## src/rtl/ahb_reg_slave.sv

```systemverilog
// AHB-Lite register bank slave: NUM_REGS x 32-bit registers with a read-only ID at index 0,
// a fixed number of data-phase wait states and a two-cycle ERROR response for bad addresses.
module ahb_reg_slave #(
  parameter int          NUM_REGS    = 16,
  parameter int          WAIT_STATES = 1,
  parameter logic [31:0] BASE_ADDR   = 32'h4000_0000,
  parameter logic [31:0] ID_VALUE    = 32'hA5B0_0001
) (
  input  logic                     hclk,
  input  logic                     hrst_n,
  input  logic                     hsel,
  input  logic [31:0]              haddr,
  input  logic [1:0]               htrans,
  input  logic                     hwrite,
  input  logic [3:0]               hprot,
  input  logic [31:0]              hwdata,
  output logic [31:0]              hrdata,
  output logic                     hready,
  output logic [1:0]               hresp,
  output logic [32*NUM_REGS-1:0]   reg_q
);

  localparam int   IDX_W     = (NUM_REGS > 1) ? $clog2(NUM_REGS) : 1;
  localparam logic ZERO_WAIT = (WAIT_STATES == 0);

  typedef enum logic [1:0] {S_IDLE, S_DATA, S_ERR1, S_ERR2} state_t;

  state_t           state_q, state_d;
  logic [2:0]       cnt_q, cnt_d;
  logic [IDX_W-1:0] idx_q, idx_d;
  logic             wr_q, wr_d;
  logic [31:0]      regs [NUM_REGS];

  logic [31:0]      off;
  logic [IDX_W-1:0] dec_idx;
  logic [IDX_W-1:0] rd_idx;
  logic [31:0]      rd_val;
  logic             addr_ok;
  logic             accept;
  logic             done;
  logic             commit;
  logic             rd_load;
  logic             unused_ok;

  assign unused_ok = ^{hprot, htrans[0]};

  // Address decode for the address phase currently on the bus
  assign off     = haddr - BASE_ADDR;
  assign dec_idx = off[IDX_W+1:2];
  assign addr_ok = (off[1:0] == 2'b00) && (off[31:2] < 30'(NUM_REGS));

  assign hready = (state_q == S_IDLE) || (state_q == S_ERR2) ||
                  ((state_q == S_DATA) && (cnt_q == 3'd0));
  assign hresp  = ((state_q == S_ERR1) || (state_q == S_ERR2)) ? 2'b01 : 2'b00;

  assign accept = hsel & htrans[1] & hready;
  assign done   = (state_q == S_DATA) && (cnt_q == 3'd0);
  assign commit = done & wr_q & (idx_q != '0);

  // hrdata is loaded on the edge that enters the completing cycle of a read
  assign rd_load = (accept & addr_ok & ~hwrite & ZERO_WAIT) |
                   ((state_q == S_DATA) & (cnt_q == 3'd1) & ~wr_q);
  assign rd_idx  = accept ? dec_idx : idx_q;

  always_comb begin
    rd_val = regs[rd_idx];
    if (rd_idx == '0) begin
      rd_val = ID_VALUE;
    end else if (commit && (idx_q == rd_idx)) begin
      // back-to-back read of a register being written on this same edge
      rd_val = hwdata;
    end
  end

  always_comb begin
    state_d = state_q;
    cnt_d   = cnt_q;
    idx_d   = idx_q;
    wr_d    = wr_q;
    case (state_q)
      S_DATA: begin
        if (cnt_q != 3'd0) cnt_d = cnt_q - 3'd1;
        else               state_d = S_IDLE;
      end
      S_ERR1:  state_d = S_ERR2;
      default: state_d = S_IDLE;
    endcase
    if (accept) begin
      idx_d = dec_idx;
      wr_d  = hwrite;
      if (addr_ok) begin
        state_d = S_DATA;
        cnt_d   = 3'(WAIT_STATES);
      end else begin
        state_d = S_ERR1;
      end
    end
  end

  always_ff @(posedge hclk or negedge hrst_n) begin
    if (!hrst_n) begin
      state_q <= S_IDLE;
      cnt_q   <= '0;
      idx_q   <= '0;
      wr_q    <= 1'b0;
      hrdata  <= '0;
    end else begin
      state_q <= state_d;
      cnt_q   <= cnt_d;
      idx_q   <= idx_d;
      wr_q    <= wr_d;
      if (rd_load) hrdata <= rd_val;
    end
  end

  // Register bank; entry 0 only ever holds the ID constant
  always_ff @(posedge hclk or negedge hrst_n) begin
    if (!hrst_n) begin
      for (int i = 0; i < NUM_REGS; i++) regs[i] <= (i == 0) ? ID_VALUE : 32'h0;
    end else if (commit) begin
      regs[idx_q] <= hwdata;
    end
  end

  for (genvar g = 0; g < NUM_REGS; g++) begin : g_regq
    assign reg_q[32*g +: 32] = regs[g];
  end

endmodule

```

## config.mk

```make
export PLATFORM = sky130hd
export DESIGN_NAME = ahb_reg_slave
export DESIGN_NICKNAME = d
export VERILOG_FILES = /design/src/rtl/ahb_reg_slave.sv
export SDC_FILE = /design/constraint.sdc
export NUM_CORES = 1
export LEC_CHECK = 0
export ABC_AREA = 1
export ABC_CLOCK_PERIOD_IN_PS = 3300
export CORE_MARGIN = 2
export CORE_UTILIZATION = 40
export CTS_CLUSTER_SIZE = 40
export DETAILED_ROUTE_END_ITERATION = 7
export GPL_TIMING_DRIVEN = 0
export PLACE_DENSITY = 0.65
export SLEW_MARGIN = 20
export SYNTH_ARGS = -nofsm -noshare
export SYNTH_HDL_FRONTEND = slang
export SYNTH_SLANG_ARGS = --single-unit
export TNS_END_PERCENT = 1
```

## constraint.sdc

```tcl
create_clock -name hclk -period 3.3 [get_ports hclk]
set_input_delay 0.495 -clock hclk [delete_from_list [all_inputs] [get_ports hclk]]
set_output_delay 0.495 -clock hclk [all_outputs]
set_load 0.01 [all_outputs]
```

Word level (Yosys, flattened, before mapping) --
Index checks and enable logic that the tools add are counted.
Operators by class: reduce and logical (&&, ||, !) cells 13, add/sub/neg operators 2, muxes and demuxes 18, order comparisons 4, bitwise logic cells 9, equality and inequality tests 6
Operators by type and width (count):
- $bwmux W512 | 1
- $mux W32 | 5
- $bmux W32 S4 | 1
- $demux W32 S4 | 1
- $sub A32 B31 Y32 const B | 1
- $lt A30 B5 Y1 const B | 1
- $mux W3 | 4
- $ge A5 B5 Y1 const B | 2
- $not A4 Y5 | 2
- $and A1 B1 Y1 | 6
- $mux W2 | 3
- $lt A5 B1 Y1 const B | 1
- $eq A2 B2 Y1 const B | 2
- $eq A4 B4 Y1 | 1
- $logic_and A1 B1 Y1 | 4
- $logic_not A2 Y1 | 2
- $logic_not A4 Y1 | 1
- $mux W4 | 1
- $pmux W2 S2 | 1
- $reduce_bool A4 Y1 | 1
- $eq A3 B1 Y1 const B | 1
- $logic_not A3 Y1 | 1
- $logic_or A1 B1 Y1 | 3
- $ne A3 B3 Y1 const B | 1
- 5 further kinds | 5
Storage, ports and cells: logic and storage cells 73, input port bits 74, output and inout port bits 547, flip-flop bits (word level) 554

Longest topological paths before layout --
depth after elaboration 11, mapped depth 20, gate-level depth less buffers 17

Worst setup path after synthesis --
OpenSTA, ideal clock, no wires.
path type register -> register, from register cnt_q[0], to register hrdata[30], buffers on the path 2, setup slack 1.100 ns, library setup time 0.117 ns, period minus slack after synthesis 2.200 ns, arrival 2.083 ns, data required time 3.183 ns, cell stages (with the launch flop) 18, cell sequence dfrtp_1 inv_1 ha_1 nand3_2 nand2_2 nand3_1 nand2_2 buf_4 buf_4 nand2_1 nand3_1 nand2_1 nand2_1 nand2_1 nor2_1 nand2_1 nand2_1 nand2_1
On the way: cells in the longest elaborated chain, start to end 11, elaborated cells between the ends (all ways) 19, classes of those cells eq/ne: 2; mux: 6; bitwise: 6; reduce/logical: 5
RTL lines:
- from (decl) | line 29 | logic [2:0] cnt_q, cnt_d;
- from (signal assigned) | line 109 | cnt_q <= cnt_d;
- $logic_not A3 Y1 * | line 53 | ((state_q == S_DATA) && (cnt_q == 3'd0));
- $logic_and A1 B1 Y1 * | line 53
- $logic_or A1 B1 Y1 * | line 52 | assign hready = (state_q == S_IDLE) || (state_q == S_ERR2) ||
- named net hready | line 18 | output logic hready,
- $and A1 B1 Y1 * | line 56 | assign accept = hsel & htrans[1] & hready;
- $mux W4 *
- $not A4 Y5 (not written as such) | line 66 | rd_val = regs[rd_idx];
- $bmux W32 S4 | line 66
- $mux W32 (not written as such) (2 in series) | line 66
- $mux W32 | line 69 | end else if (commit && (idx_q == rd_idx)) begin
- $mux W32 * | line 67 | if (rd_idx == '0) begin
- to (signal assigned) | line 112 | if (rd_load) hrdata <= rd_val;
- to (decl) | line 17 | output logic [31:0] hrdata,
The timed path passes the listed nets; every way through them passes the cells marked *. The select of a mux whose other input is x is not followed. A chain may end at the register's enable or synchronous reset.

Worst setup path after layout --
from register cnt_q[0], to register hrdata[20]
On the way: cells in the longest elaborated chain, start to end 11, elaborated cells between the ends (all ways) 19, classes of those cells eq/ne: 2; mux: 6; bitwise: 6; reduce/logical: 5
RTL lines (line):
- $logic_not A3 Y1 | 53, 57
- $logic_and A1 B1 Y1 | 53, 57
- $logic_or A1 B1 Y1 | 52
- $and A1 B1 Y1 | 56
- $mux W4
- $not A4 Y5 (not written as such) | 66
- $bmux W32 S4 | 66
- $mux W32 (not written as such) (2 in series) | 66
- $mux W32 | 69
- $mux W32 | 67
Parallel ways exist; a longest one is shown, timed or not. The select of a mux whose other input is x is not followed.

==> summary.md <==
The power density normalized to cell area is 832 nW/um^2, and the leakage power summed over all cells is 18.4 nW. The clock passes through at most 3 buffers. The worst setup path is launched from a register. The deepest level of the CTS H-tree is 2, and the number of max-slew violations in the final report is 0. The run gives 0.543 as the part of the Yosys area used for sequential elements.

The routed layout has 26200 vias. Clock latency on the worst-skew pair, taken at its later pin, is 0.63 ns. Along the worst path, the maximum fanout reaches 10. Wire length per cell after detailed routing: 23.8 microns. The critical path runs through a total of 15 cells. For the final design utilization, the log shows 0.557. Synthesis handed over a netlist of 3277 instances. The run finished with clean final reports. The endpoint identified for the worst register-to-register timing path is hrdata[20]$_DFFE_PN0P_. The number of cells on the worst reg-to-reg path is 15.

For the routability-driven placement congestion ratio, the log shows 0.941. The path class of the tightest hold or removal check is in2async. The first global-routing pass estimated 169000 microns of wire.

The logs give 0.315 GHz for the highest clock rate and 3.80 ns for the data required time of the critical path. In the final layout, the multi-input gates occupy 9730 sq um. Together, buffers and inverters on the worst path number 3. The final period demand of the worst path works out to 3.17 ns. The total global-route track usage was 0.343; the number of enable-type register cells in the synthesized netlist was 0. The Yosys step of the flow raised 0 warnings.

The critical path starts at cnt_q[0]$_DFF_PN0_. The tools report the footprint of the flip-flops and latches as 13900 sq um. The cell type of the slowest stage on the worst timing path is dfrtp_1.

The die boundary height is 257 microns. The dominant delay contributor by cell family on the critical path was simple AND/OR/NAND/NOR gates. The vias per cell is 5.40.

Largest net degree at the start of global routing: 98. After global routing the overflow that remains totals 0. The clock-pin slew of the registers on the worst-case setup and hold paths was 0.06 ns; the arrival time at the worst endpoint was 3.68 ns. The part of the cycle the worst path needs is 0.962, and the final net count is 4040. For the worst setup slack for register-to-register paths, the log shows 0.13 ns. When the netlist entered floorplanning its net count stood at 3357. The tools report the remaining design rule violation count as 0. The initial core utilization was 0.405; the hold violation total from the final report was 0. The layout filler cell count is 6020, and the total I/O pin count is 621. The run gives 0 as the number of nets with antenna violations after routing.

The final layout contains routed wiring with a total length of 115000 microns. The critical path ends at hrdata[20]$_DFFE_PN0P_. Setup total negative slack on the finished layout was measured at 0 ns. Averaged over all synthesized cells, the footprint is 7.79 sq um.

The CTS sink count was 554; the post-synthesis async set-or-reset flop share was 1.00. Die outline area: 65900 sq um. For this run, the leading register cell type out of synthesis is dfrtp_1. Setup repair after global routing could not meet its margin everywhere.

The logs give 92 for the number of core rows and 60 for the total CTS buffers. The signal on the critical path passes through inv_1 -> ha_1 -> nand3_2 -> nand2_2 -> nand3_2 -> nand2_4 -> buf_4 -> buf_2 -> nand2_1 -> nand3_1 -> nand3_1 -> nand3_1 -> nand2_1 -> nand2_1 -> a21oi_1. For the initial DRC count, the log shows 2907. Across the VDD grid, the largest voltage drop is 0.519 mV.

The core region is 63100 sq um. The area growth from synthesis to final layout is 37.6%, and the pin slew with the least headroom to its limit is 0.914 ns. STA classifies the critical path endpoint as a register. TritonCTS built the clock tree. The initial antenna violation count was 5; the final setup violation count was 0. The fraction of layout instances using a drive strength above 1 came out at 0.0534. The worst setup path is of the reg2reg kind. Source of the worst register-to-register timing path: cnt_q[0]$_DFF_PN0_.

Width of the chip: 257 microns. For the post-synthesis cell area, the log shows 25500 sq um. On the final layout, the worst clock skew is 0.0150 ns. The register bit count reported by yosys was 554. In this design, the stage delay of the slowest critical-path cell is 0.39 ns. The headroom to the max-slew limit is 0.390, and the number of detailed-routing iterations run before antenna repair is 5. The HPWL after detailed placement is 89100 microns. For the number of max-capacitance violations reported, the log shows 0. For the via count of the first global-routing pass, the log shows 24900. In this run the clock root is driven by a clkbuf_16.

The netlist uses 36 different library cells. The count of input and output buffers was 614.
-- logic make-up after synthesis --
group	after synthesis	share of synthesized area
fa+ha+maj	6	0.00294
compound gates	510	0.102
buf+inv	490	0.0769
simple gates	1716	0.275
other cells	1	0.000147
flops	554	0.543
-- per-layer routing --
metal,GRT usage,vias up,routed length [microns]
li1,-,11800,-
met1,0.457,12700,46200
met2,0.533,1457,52100
met3,0.0732,261,11000
met4,0.166,2,6050
met5,0,-,13
-- registers in the layout (all words and copies together), names as in the netlist --
name and count:
cnt_q 3, hrdata 32, idx_q 4, reg_q 512
state_q 2, wr_q 1
-- cell usage in the layout, fill, tap and decap left out, types with 2 or more instances in the layout --
cell,instances
nor3_1,3
buf_1,6
buf_16,6
o211ai_1,6
bufinv_16,12
inv_2,2
nand3_1,401
clkbuf_16,61
clkbuf_1,188
nor2_1,28
diode_2,5
clkbuf_8,9
ha_1,6
a21oi_1,11
clkinv_2,15
o21ai_0,483
buf_4,7
clkdlybuf4s50_1,613
nand2_4,3
clkbuf_4,3
clkinvlp_4,3
buf_2,69
a21oi_4,2
nor4_1,5
dfrtp_1,546
nand2_2,2
nand4_1,6
inv_1,221
dfstp_2,8
nand3_2,2
nand2_1,1262
-- how the worst min path moves through the flow --
| stage | cells after the start | to | startpoint | slack [ns] |
|---|---|---|---|---|
| finish | 2 | reg_q[391]$_DFFE_PN0P_ | hrst_n | 0.38 |
| global route | 2 | reg_q[424]$_DFFE_PN0P_ | hrst_n | 0.44 |
| CTS | 2 | reg_q[423]$_DFFE_PN0P_ | hrst_n | 0.39 |
| detailed placement | 1 | reg_q[26]$_DFFE_PN1P_ | reg_q[26]$_DFFE_PN1P_ | 0.44 |
| global placement | 1 | reg_q[26]$_DFFE_PN1P_ | reg_q[26]$_DFFE_PN1P_ | 0.44 |
| floorplan | 0 | cnt_q[0]$_DFF_PN0_ | hrst_n | 0.20 |
-- worst reg2reg max path: cells and delay by family, from the launching register on --
family	cells	cell delay (ns)
AND/OR/NAND/NOR	10	1.63
buffers and inverters	3	0.77
flip-flops	1	0.39
AO/OA/AOI/OAI	1	0.06
adder cells (fa/ha/maj)	1	0.21
-- through the flow --
stage | total power, mW | hold slack [ns] | setup slack (ns) | instance area (sq um) | cells
2_1_floorplan | 15.4 | 0.199 | 1.10 | 25500 | 3277
6_report | 29.2 | 0.377 | 0.126 | 35100 | 4858
4_1_cts | 29.0 | 0.395 | 0.110 | 35100 | 4853
3_3_place_gp | 21.4 | 0.441 | -23.78 | 32700 | 4737
5_1_grt | 30.7 | 0.439 | -0.0190 | 35100 | 4857
3_5_place_dp | 21.6 | 0.443 | -0.388 | 32900 | 4743
-- Yosys cell counts, types with 2 or more instances --
cell type,number,area share
nand2_1,1263,0.19
clkbuf_1,181,0.027
nor2_1,28,0.0041
nand2_2,3,0.00074
o21ai_0,483,0.095
o211ai_1,6,0.0018
dfrtp_1,546,0.54
nor3_1,3,0.00059
buf_1,6,0.00088
a31oi_1,2,0.00049
a21oi_1,11,0.0022
ha_1,6,0.0029
buf_4,7,0.0021
buf_2,72,0.014
inv_2,2,0.00029
nor4_1,5,0.0012
dfstp_2,8,0.0082
nand4_1,6,0.0015
nand3_1,402,0.079
inv_1,221,0.032
-- final cells by class --
type | count | area share
inverters | 223 | 0.0238
diodes | 5 | 0.000356
multi-input cells | 2233 | 0.277
flip-flops and latches | 554 | 0.395
repair buffers | 621 | 0.180
well taps | 846 | 0.0301
clock inverters | 32 | 0.0135
plain buffers | 267 | 0.0323
clock buffers | 77 | 0.0477
-- power breakdown --
group          switching (mW)  total, mW  internal, mW
Combinational            8.09       12.7          4.58
Sequential               1.15       9.07          7.92
Clock                    2.96       7.46          4.50
-- repair_timing --
action	CTS	global route
buffers inserted	0	0
hold buffers	1	0
hold endpoints to repair	61	0
resized for setup	4	6
setup endpoints to repair	28	31
Note: power is estimated with default switching activity, not from simulation.
